==> src/rtl/mult_arbiter_if.sv <==
// Requester and multiplier bus around mult_arbiter.
// slave: arbiter view; master: requesters + multiplier view.
interface mult_arbiter_if #(
  parameter int NUM_REQ = 4
);
  logic [NUM_REQ-1:0]    req;
  logic [64*NUM_REQ-1:0] req_mcand;
  logic [64*NUM_REQ-1:0] req_mplier;
  logic [NUM_REQ-1:0]    gnt;
  logic [NUM_REQ-1:0]    resp_valid;
  logic [63:0]           resp_product;
  logic                  m_start;
  logic [63:0]           m_mcand;
  logic [63:0]           m_mplier;
  logic [63:0]           m_product;
  logic                  m_done;

  modport slave (
    input  req, req_mcand, req_mplier,
    input  m_product, m_done,
    output gnt, resp_valid, resp_product,
    output m_start, m_mcand, m_mplier
  );

  modport master (
    output req, req_mcand, req_mplier,
    output m_product, m_done,
    input  gnt, resp_valid, resp_product,
    input  m_start, m_mcand, m_mplier
  );
endinterface

==> src/rtl/mult_arbiter.sv <==
// Round-robin issue of NUM_REQ requesters onto one pipelined multiplier.
// Ports: clock, reset (async low), pause, bus (slave), inflight, err.
module mult_arbiter #(
  parameter int NUM_REQ  = 4,
  parameter int MULT_LAT = 2,
  localparam int IDW = (NUM_REQ > 1) ? $clog2(NUM_REQ) : 1,
  localparam int CW  = $clog2(MULT_LAT + 2)
) (
  input  logic          clock,
  input  logic          reset,
  input  logic          pause,
  mult_arbiter_if.slave bus,
  output logic [CW-1:0] inflight,
  output logic          err
);

  typedef struct packed {
    logic           valid;
    logic [IDW-1:0] id;
  } tag_t;

  tag_t                 issue;
  tag_t [MULT_LAT-1:0]  pipe;
  tag_t                 tail;
  logic [IDW-1:0]       rr_ptr;
  logic [IDW-1:0]       win;
  logic                 hit;
  logic [NUM_REQ-1:0]   cand;
  logic [NUM_REQ-1:0]   rv;
  logic [CW-1:0]        cnt_nxt;
  logic [63:0]          mc_arr [NUM_REQ];
  logic [63:0]          ml_arr [NUM_REQ];
  int                   idx;

  assign tail = pipe[MULT_LAT-1];

  for (genvar g = 0; g < NUM_REQ; g++) begin : g_ops
    assign mc_arr[g] = bus.req_mcand[64*g +: 64];
    assign ml_arr[g] = bus.req_mplier[64*g +: 64];
  end

  // Reset is folded in so gnt reads zero while reset is held.
  always_comb begin
    cand = bus.req & {NUM_REQ{~pause & reset}};
    hit  = 1'b0;
    win  = '0;
    idx  = 0;
    for (int k = 0; k < NUM_REQ; k++) begin
      idx = (int'(rr_ptr) + k) % NUM_REQ;
      if (!hit && cand[idx[IDW-1:0]]) begin
        hit = 1'b1;
        win = idx[IDW-1:0];
      end
    end
  end

  assign bus.gnt = hit
    ? ({{(NUM_REQ-1){1'b0}}, 1'b1} << win)
    : '0;

  always_comb begin
    rv = '0;
    for (int i = 0; i < NUM_REQ; i++) begin
      rv[i] = bus.m_done & tail.valid &
              (tail.id == IDW'(i));
    end
  end

  assign bus.resp_valid   = rv;
  assign bus.resp_product = bus.m_product;

  // Occupancy as it will stand after this edge.
  always_comb begin
    cnt_nxt = CW'(hit) + CW'(issue.valid);
    for (int j = 0; j < MULT_LAT - 1; j++) begin
      cnt_nxt = cnt_nxt + CW'(pipe[j].valid);
    end
  end

  always_ff @(posedge clock or negedge reset) begin
    if (!reset) begin
      rr_ptr       <= '0;
      bus.m_start  <= 1'b0;
      bus.m_mcand  <= '0;
      bus.m_mplier <= '0;
      issue        <= '0;
      pipe         <= '0;
      inflight     <= '0;
      err          <= 1'b0;
    end else begin
      bus.m_start <= hit;
      issue.valid <= hit;
      issue.id    <= win;
      if (hit) begin
        bus.m_mcand  <= mc_arr[win];
        bus.m_mplier <= ml_arr[win];
        rr_ptr <= (win == IDW'(NUM_REQ - 1))
          ? '0 : win + IDW'(1);
      end
      pipe[0] <= issue;
      for (int j = 1; j < MULT_LAT; j++) begin
        pipe[j] <= pipe[j-1];
      end
      inflight <= cnt_nxt;
      if (bus.m_done != tail.valid) begin
        err <= 1'b1;
      end
    end
  end

endmodule

==> src/flat_wrapper.sv <==
// flat-port wrapper written by rule: the top's interface ports become plain ports
module mult_arbiter_flat 
#(
  parameter int NUM_REQ  = 4,
  parameter int MULT_LAT = 2,
  localparam int IDW = (NUM_REQ > 1) ? $clog2(NUM_REQ) : 1,
  localparam int CW  = $clog2(MULT_LAT + 2)
)
  (clock, reset, pause, inflight, err, bus_req, bus_req_mcand, bus_req_mplier, bus_m_product, bus_m_done, bus_gnt, bus_resp_valid, bus_resp_product, bus_m_start, bus_m_mcand, bus_m_mplier);
  mult_arbiter_if #(.NUM_REQ(NUM_REQ)) bus_i ();
  input  logic clock;
  input  logic reset;
  input  logic pause;
  output logic [CW-1:0] inflight;
  output logic err;
  input wire logic [$bits(bus_i.req)-1:0] bus_req;
  input wire logic [$bits(bus_i.req_mcand)-1:0] bus_req_mcand;
  input wire logic [$bits(bus_i.req_mplier)-1:0] bus_req_mplier;
  input wire logic [$bits(bus_i.m_product)-1:0] bus_m_product;
  input wire logic [$bits(bus_i.m_done)-1:0] bus_m_done;
  output wire logic [$bits(bus_i.gnt)-1:0] bus_gnt;
  output wire logic [$bits(bus_i.resp_valid)-1:0] bus_resp_valid;
  output wire logic [$bits(bus_i.resp_product)-1:0] bus_resp_product;
  output wire logic [$bits(bus_i.m_start)-1:0] bus_m_start;
  output wire logic [$bits(bus_i.m_mcand)-1:0] bus_m_mcand;
  output wire logic [$bits(bus_i.m_mplier)-1:0] bus_m_mplier;
  assign bus_i.req = bus_req;
  assign bus_i.req_mcand = bus_req_mcand;
  assign bus_i.req_mplier = bus_req_mplier;
  assign bus_i.m_product = bus_m_product;
  assign bus_i.m_done = bus_m_done;
  assign bus_gnt = bus_i.gnt;
  assign bus_resp_valid = bus_i.resp_valid;
  assign bus_resp_product = bus_i.resp_product;
  assign bus_m_start = bus_i.m_start;
  assign bus_m_mcand = bus_i.m_mcand;
  assign bus_m_mplier = bus_i.m_mplier;
  mult_arbiter #(.NUM_REQ(NUM_REQ), .MULT_LAT(MULT_LAT)) u_core (.clock(clock), .reset(reset), .pause(pause), .bus(bus_i), .inflight(inflight), .err(err));
endmodule
==> config.mk <==
export PLATFORM = sky130hd
export DESIGN_NAME = mult_arbiter_flat
export DESIGN_NICKNAME = d
export VERILOG_FILES = /design/src/rtl/mult_arbiter_if.sv /design/src/rtl/mult_arbiter.sv /design/src/flat_wrapper.sv
export SDC_FILE = /design/constraint.sdc
export NUM_CORES = 1
export LEC_CHECK = 0
export CAP_MARGIN = 5
export CORE_AREA = 5 5 308 310
export CTS_BUF_LIST = sky130_fd_sc_hd__clkbuf_2 sky130_fd_sc_hd__clkbuf_4 sky130_fd_sc_hd__clkbuf_8
export CTS_CLUSTER_DIAMETER = 40
export DETAILED_ROUTE_END_ITERATION = 8
export DIE_AREA = 0 0 313 315
export SLEW_MARGIN = 30
export SYNTH_ARGS = -nofsm -noshare
export SYNTH_HDL_FRONTEND = slang
export SYNTH_SLANG_ARGS = --single-unit
==> constraint.sdc <==
create_clock -name clock -period 2.33 [get_ports clock]
set_input_delay 0.233 -clock clock [delete_from_list [all_inputs] [get_ports clock]]
set_output_delay 0.233 -clock clock [all_outputs]
set_load 0.005 [all_outputs]
Word level (Yosys, flattened, before mapping)
Index checks and enable logic that the tools add are counted.
{"block": "op_classes", "add_sub_neg": 6, "n_lt_le_gt_ge": 5, "n_eq_ne": 5, "n_shift": 1, "muxes": 24, "bitwise": 9, "reduce_logical": 7}
{"operator": "$bmux 64 s2", "count": 2}
{"operator": "$mux 64", "count": 4}
{"operator": "$lt 2x3->1 const B", "count": 4}
{"operator": "$mux 2", "count": 5}
{"operator": "$bmux 1 s2", "count": 4}
{"operator": "$mux 1", "count": 8}
{"operator": "$and 1x1->1", "count": 6}
{"operator": "$eq 2x2->1 const B", "count": 3}
{"operator": "$add 2x1->2 const B", "count": 2}
{"operator": "$add 2x2->2 const B", "count": 2}
{"operator": "$and 4x4->4", "count": 1}
{"operator": "$mux 4", "count": 1}
{"operator": "$shl 1x2->4 const A", "count": 1}
{"operator": "$ge 3x3->1 const B", "count": 1}
{"operator": "$logic_and 1x1->1", "count": 3}
{"operator": "$logic_not 1->1", "count": 3}
{"operator": "$not 2->3", "count": 1}
{"operator": "$add 1x1->2", "count": 1}
{"operator": "$add 2x1->2", "count": 1}
{"operator": "$eq 2x1->1 const B", "count": 1}
{"operator": "$logic_not 2->1", "count": 1}
{"operator": "$ne 1x1->1", "count": 1}
{"operator": "$not 1->1", "count": 1}
{"block": "word_totals", "reg_bits": 142, "in_bits": 584, "word_cells": 68}

Logic depth before layout (Yosys ltp)
{"block": "logic_depth", "depth_word": 19, "depth_mapped": 8, "ltp_nobuf": 6}

Worst setup path after synthesis
No wires, ideal clock.
{"block": "synth_timing", "path_kind": "reg2reg", "startpoint": "reg u_core.rr_ptr[1]", "endpoint": "reg u_core.bus.m_mcand[63]", "setup_ns": 0.126, "t_arrival_ns": 2.016, "setup_slack_ns": 0.188, "stages_incl_launch_ff": 7, "period_less_slack_ns": 2.142, "cell_sequence": "dfrtp_1 nor3b_1 nor4_4 nand2_1 clkbuf_1 mux2_2 a221o_1"}
{"block": "synth_via", "elab_chain_len": 16}
{"item": "start, declared", "line": "mult_arbiter.sv:25", "text": "logic [IDW-1:0] rr_ptr;"}
{"item": "start signal, assigned", "line": "mult_arbiter.sv:97", "text": "rr_ptr <= (win == IDW'(NUM_REQ - 1))"}
{"item": "parallel branches: the longest is 16 deep, another holds $add 2x1->2"}
{"item": "end signal, assigned", "line": "mult_arbiter.sv:95", "text": "bus.m_mcand <= mc_arr[win];"}
{"item": "end, declared", "line": "mult_arbiter_if.sv:22", "text": "output m_start, m_mcand, m_mplier"}
Several ways; the timed one is not identified. The select of a mux whose other input is x is not followed.
A chain may end at the register's enable or synchronous reset.

Worst setup path in the final report
{"block": "layout_timing", "startpoint": "reg u_core.rr_ptr[1]", "endpoint": "out bus_gnt[0]"}
{"block": "layout_via", "elab_chain_len": 14}
{"item": "parallel branches: the longest is 11 deep, another holds $add 2x1->2"}
{"item": "$mux 2 *", "line": "mult_arbiter.sv:50", "text": "if (!hit && cand[idx[IDW-1:0]]) begin"}
{"item": "via u_core.win[0]", "line": "mult_arbiter.sv:26", "text": "logic [IDW-1:0] win;"}
{"item": "$shl 1x2->4 *", "line": "mult_arbiter.sv:58", "text": "? ({{(NUM_REQ-1){1'b0}}, 1'b1} << win)"}
{"item": "$mux 4 *", "line": "mult_arbiter.sv:58"}
{"item": "end, declared", "line": "flat_wrapper.sv:21", "text": "output wire logic [$bits(bus_i.gnt)-1:0] bus_gnt;"}
Mark *: on every way through the listed nets, which the timed path passes. The select of a mux whose other input is x is not followed.

==> run_results.csv <==
group,metric,value,unit
run_status,result_of_the_run,"finished with violations",
run_status,violations,"negative setup slack",
worst_setup_path,worst_setup_path_startpoint,"u_core.rr_ptr[1]",
power,cell_area_power_density,551.5,nW/um2
logic_synthesis,synthCells,997,
logic_synthesis,synth_warnings,0,
global_route,vias_in_the_first_global_route,12180,
floorplanning,core.rowCount,111,
worst_setup_path,path_cells,"buf_6 -> mux2i_4 -> a31o_4 -> nand2_4 -> buf_12 -> inv_6 -> buf_6 -> nor3_4 -> buf_6 -> buf_12",
worst_setup_path,r2r-start,"u_core.rr_ptr[1]",
logic_synthesis,top_cells_by_area_in_the_synthesized_netlist,"sky130_fd_sc_hd__dfrtp_1 (38%), sky130_fd_sc_hd__a221o_1 (14%), sky130_fd_sc_hd__mux2_1 (12%)",
route,postRouteWirelength,70.30,mm
worst_setup_path,criticalPathCategory,"reg -> out",
logic_synthesis,synth_ff_type,"sky130_fd_sc_hd__dfrtp_1",
worst_setup_path,critical_path.top_delay_family,"buffers and inverters",
logic_synthesis,synth-edff-count,0,
power,p_leak,0.007648,uW
power,total_power,11070,uW
cts,path_clk_slew,0.11,ns
cts,cts_tree,"built",
route,postRouteAntennaNets,0,
sta,finalClockSkew,0.02121,ns
route,route.vias.total,11720,
logic_synthesis,synth_compound_gate_area_share,27.76,%
run,drv.max_cap_violation_count,0,
sta,worstMarginPinSlew,0.8330,ns
global_route,grt_pass1_wl,92.03,mm
worst_setup_path,setup.worst_path.start_class,"flip-flop",
route,drc,0,
sta,post-route-worst-setup-slack,-0.2907,ns
final_layout,most_common_library_cell_in_the_layout_ignoring_fill_and_taps,"sky130_fd_sc_hd__clkdlybuf4s50_1",
logic_synthesis,postSynthRegisterBits,142,
cts,tritoncts_num_sinks,142,
floorplanning,die-height,315,um
floorplanning,core_region_area,91390,um2
floorplanning,fp.dieArea,98600,um2
floorplanning,die_w,313,um
worst_setup_path,worst_ep_arrival_time,2.39,ns
global_route,antenna_found_initial,7,
final_layout,final_net_count,2280,
sta,final_min_period_over_clock_period,112.5,%
cts,tritoncts_buffers,17,
final_layout,final_layout_size_suffix_gt1_share,24.68,%
worst_setup_path,critPathCaptureType,"primary output",
place,cell_count_after_placement,2802,
worst_setup_path,slowest_stage_cell_crit_path,"sky130_fd_sc_hd__dfrtp_2",
logic_synthesis,syn-num-nets,1583,
route,drt_first_pass_iters,9,
place,place.port_buffers,659,
final_layout,syn_to_final_growth,112.3,%
logic_synthesis,largest_family_of_logic_cells_by_synthesized_area,"compound AO/OA/AOI/OAI gates",
route,detailedRoute.firstIterationViolations,955,
worst_setup_path,timing.critical_path.required,2.10,ns
route,vias_per_cell,4.050,
place,globalplace.congestion,0.8333,
logic_synthesis,avgSynthCellArea,9.485,um2
sta,unrepaired_setup_endpoints_after_global_routing,"true",
logic_synthesis,synth_unique_cells,35,
logic_synthesis,synth_top_area_share,37.58,%
cts,clock_path_buffers,2,
floorplanning,initial_core_util,10.35,%
final_layout,final-instance-count-excl-fill,2894,
logic_synthesis,seq_area_frac_synth,37.58,%
logic_synthesis,synth_largest_area_cell,"sky130_fd_sc_hd__dfrtp_1",
logic_synthesis,synth.mux.area_fraction,15.35,%
sta,max_slew_margin,44.46,%
sta,clock.fmax,381.6,MHz
final_layout,layout.cells.most_common_list,"sky130_fd_sc_hd__clkdlybuf4s50_1 (654), sky130_fd_sc_hd__dfrtp_1 (141), sky130_fd_sc_hd__nand3_1 (128), sky130_fd_sc_hd__a221o_1 (128), sky130_fd_sc_hd__buf_4 (104)",
cts,clk_root_buffer_cell,"sky130_fd_sc_hd__clkbuf_8",
place,place_hpwl,50.41,mm
logic_synthesis,synthAdderAreaFrac,0.3440,%
sta,report.final.setup_viol,131,
floorplanning,ioPinCount,788,
logic_synthesis,synth_area,9457,um2
power,power.ir.vdd_worst,0.4021,mV
global_route,grt_start_max_net_pins,55,
logic_synthesis,async_reset_ff_share,100.0,%
cts,cts_max_level,4,
sta,finalHoldViolations,0,
logic_synthesis,yosys.area_share.simple,8.243,%
worst_hold_path,min_path_type,"in -> async",
worst_setup_path,bufs_and_invs_on_worst_path,6,
worst_setup_path,critical_path.max_stage_delay,0.48,ns
global_route,grt_usage,13.08,%
logic_synthesis,synth_xor_area_share,0,%
cts,clkLatencyLatePin,0.58,ns
worst_setup_path,worst-path-max-fanout,5,
route,routedWlPerCell,24.29,um
global_route,grt_overflow,0,
sta,final-max-slew-violation-count,0,
worst_setup_path,critical_path.most_common_cell,"sky130_fd_sc_hd__buf_6",
sta,clock_period_minus_final_worst_setup_slack,2.621,ns
[worst min-delay path: cells and delay by family]
| kind | cells | cell delay [ns] |
|---|---|---|
| buffers and inverters | 3 | 1.13 |
[cell families (layout without fill, tap and decap cells)]
family / after synthesis / in the layout
multiplexers: 129 / 129
adder cells (fa/ha/maj): 2 / 2
buffers and inverters: 181 / 890
flip-flops: 142 / 142
AND/OR/NAND/NOR: 150 / 150
other: 0 / 2
AO/OA/AOI/OAI: 393 / 393
[routing by layer]
layer  global-route usage [%]  routed length, um  vias to the layer above
met5                        0                  0                        -
met4                    5.158               2551                        0
met3                    4.516               6023                      110
met2                    21.20              32290                      706
met1                    15.98              29440                     5721
li1                         -                  -                     5183
[flip-flops by register name (all words and copies together) (netlist names)]
register and count:
u_core.bus.m_mcand 64, u_core.bus.m_mplier 64, u_core.bus.m_start 1, u_core.err 1
u_core.inflight 2, u_core.issue 2, u_core.pipe 6, u_core.rr_ptr 2
[cell usage after synthesis, types with 2 or more instances]
master                     instances
sky130_fd_sc_hd__buf_6            10
sky130_fd_sc_hd__dfrtp_1         142
sky130_fd_sc_hd__buf_2            16
sky130_fd_sc_hd__nand2_1           2
sky130_fd_sc_hd__clkbuf_1         86
sky130_fd_sc_hd__a21oi_1         131
sky130_fd_sc_hd__nor3b_1           2
sky130_fd_sc_hd__nor2_1            7
sky130_fd_sc_hd__o21ai_0         128
sky130_fd_sc_hd__buf_4            64
sky130_fd_sc_hd__nand3_1         128
sky130_fd_sc_hd__a221o_1         128
sky130_fd_sc_hd__mux2_1          101
sky130_fd_sc_hd__inv_1             3
sky130_fd_sc_hd__nand2b_1          3
sky130_fd_sc_hd__mux2_2           27
[layout make-up]
class / count / area (um2)
Antenna cell: 2 / 5.005
Clock buffer: 22 / 284.0
Clock inverter: 9 / 111.4
Fill cell: 9912 / 71310
Inverter: 4 / 20.02
Multi-Input combinational cell: 674 / 5588
Sequential cell: 142 / 3555
Tap cell: 1186 / 1484
Timing Repair Buffer: 855 / 9029
[metrics by stage]
step | setup WS (ns) | util, % | setup TNS, ns | cell area (um2) | hold slack [ns]
after global routing | -0.4509 | 21.97 | -31.70 | 20070 | 0.2860
after detailed placement | -0.5602 | 19.55 | -59.35 | 17870 | 0.3395
final | -0.2907 | 21.97 | -20.19 | 20080 | 0.2934
after CTS | -0.4004 | 21.36 | -21.37 | 19520 | 0.2111
after global placement | -0.5508 | 19.55 | -58.27 | 17870 | 0.3340
after floorplan | 0.1883 | - | 0 | 9457 | -0.06259
[path summary, 6_finish.rpt]
path,endpoint,slack (ns),cells past startpoint
setup / recovery,bus_gnt[0],-0.29,10
hold / removal,u_core.bus.m_mplier[38],0.29,3
setup reg to reg,u_core.bus.m_mcand[26],-0.25,11
hold reg to reg,u_core.pipe[4],0.35,0
max in group asynchronous,u_core.bus.m_mcand[0],0.74,4
min in group clock,u_core.pipe[4],0.35,0
[timing repair]
item	CTS	global route
pin swaps	126	43
setup buffers	21	22
gates cloned	15	5
setup endpoints to repair	132	132
endpoints found under the hold margin	39	0
hold buffers	1	0
gates resized for setup	288	93
[power breakdown]
| part | switching [uW] | leakage, uW | total (uW) | internal, uW |
|---|---|---|---|---|
| logic | 2290 | 0.00573 | 5470 | 3180 |
| registers | 358 | 0.00171 | 3360 | 3000 |
| clock network | 1210 | 0.000200 | 2250 | 1040 |
| total | 3860 | 0.00765 | 11100 | 7220 |
(Power assumes the default switching activity.)
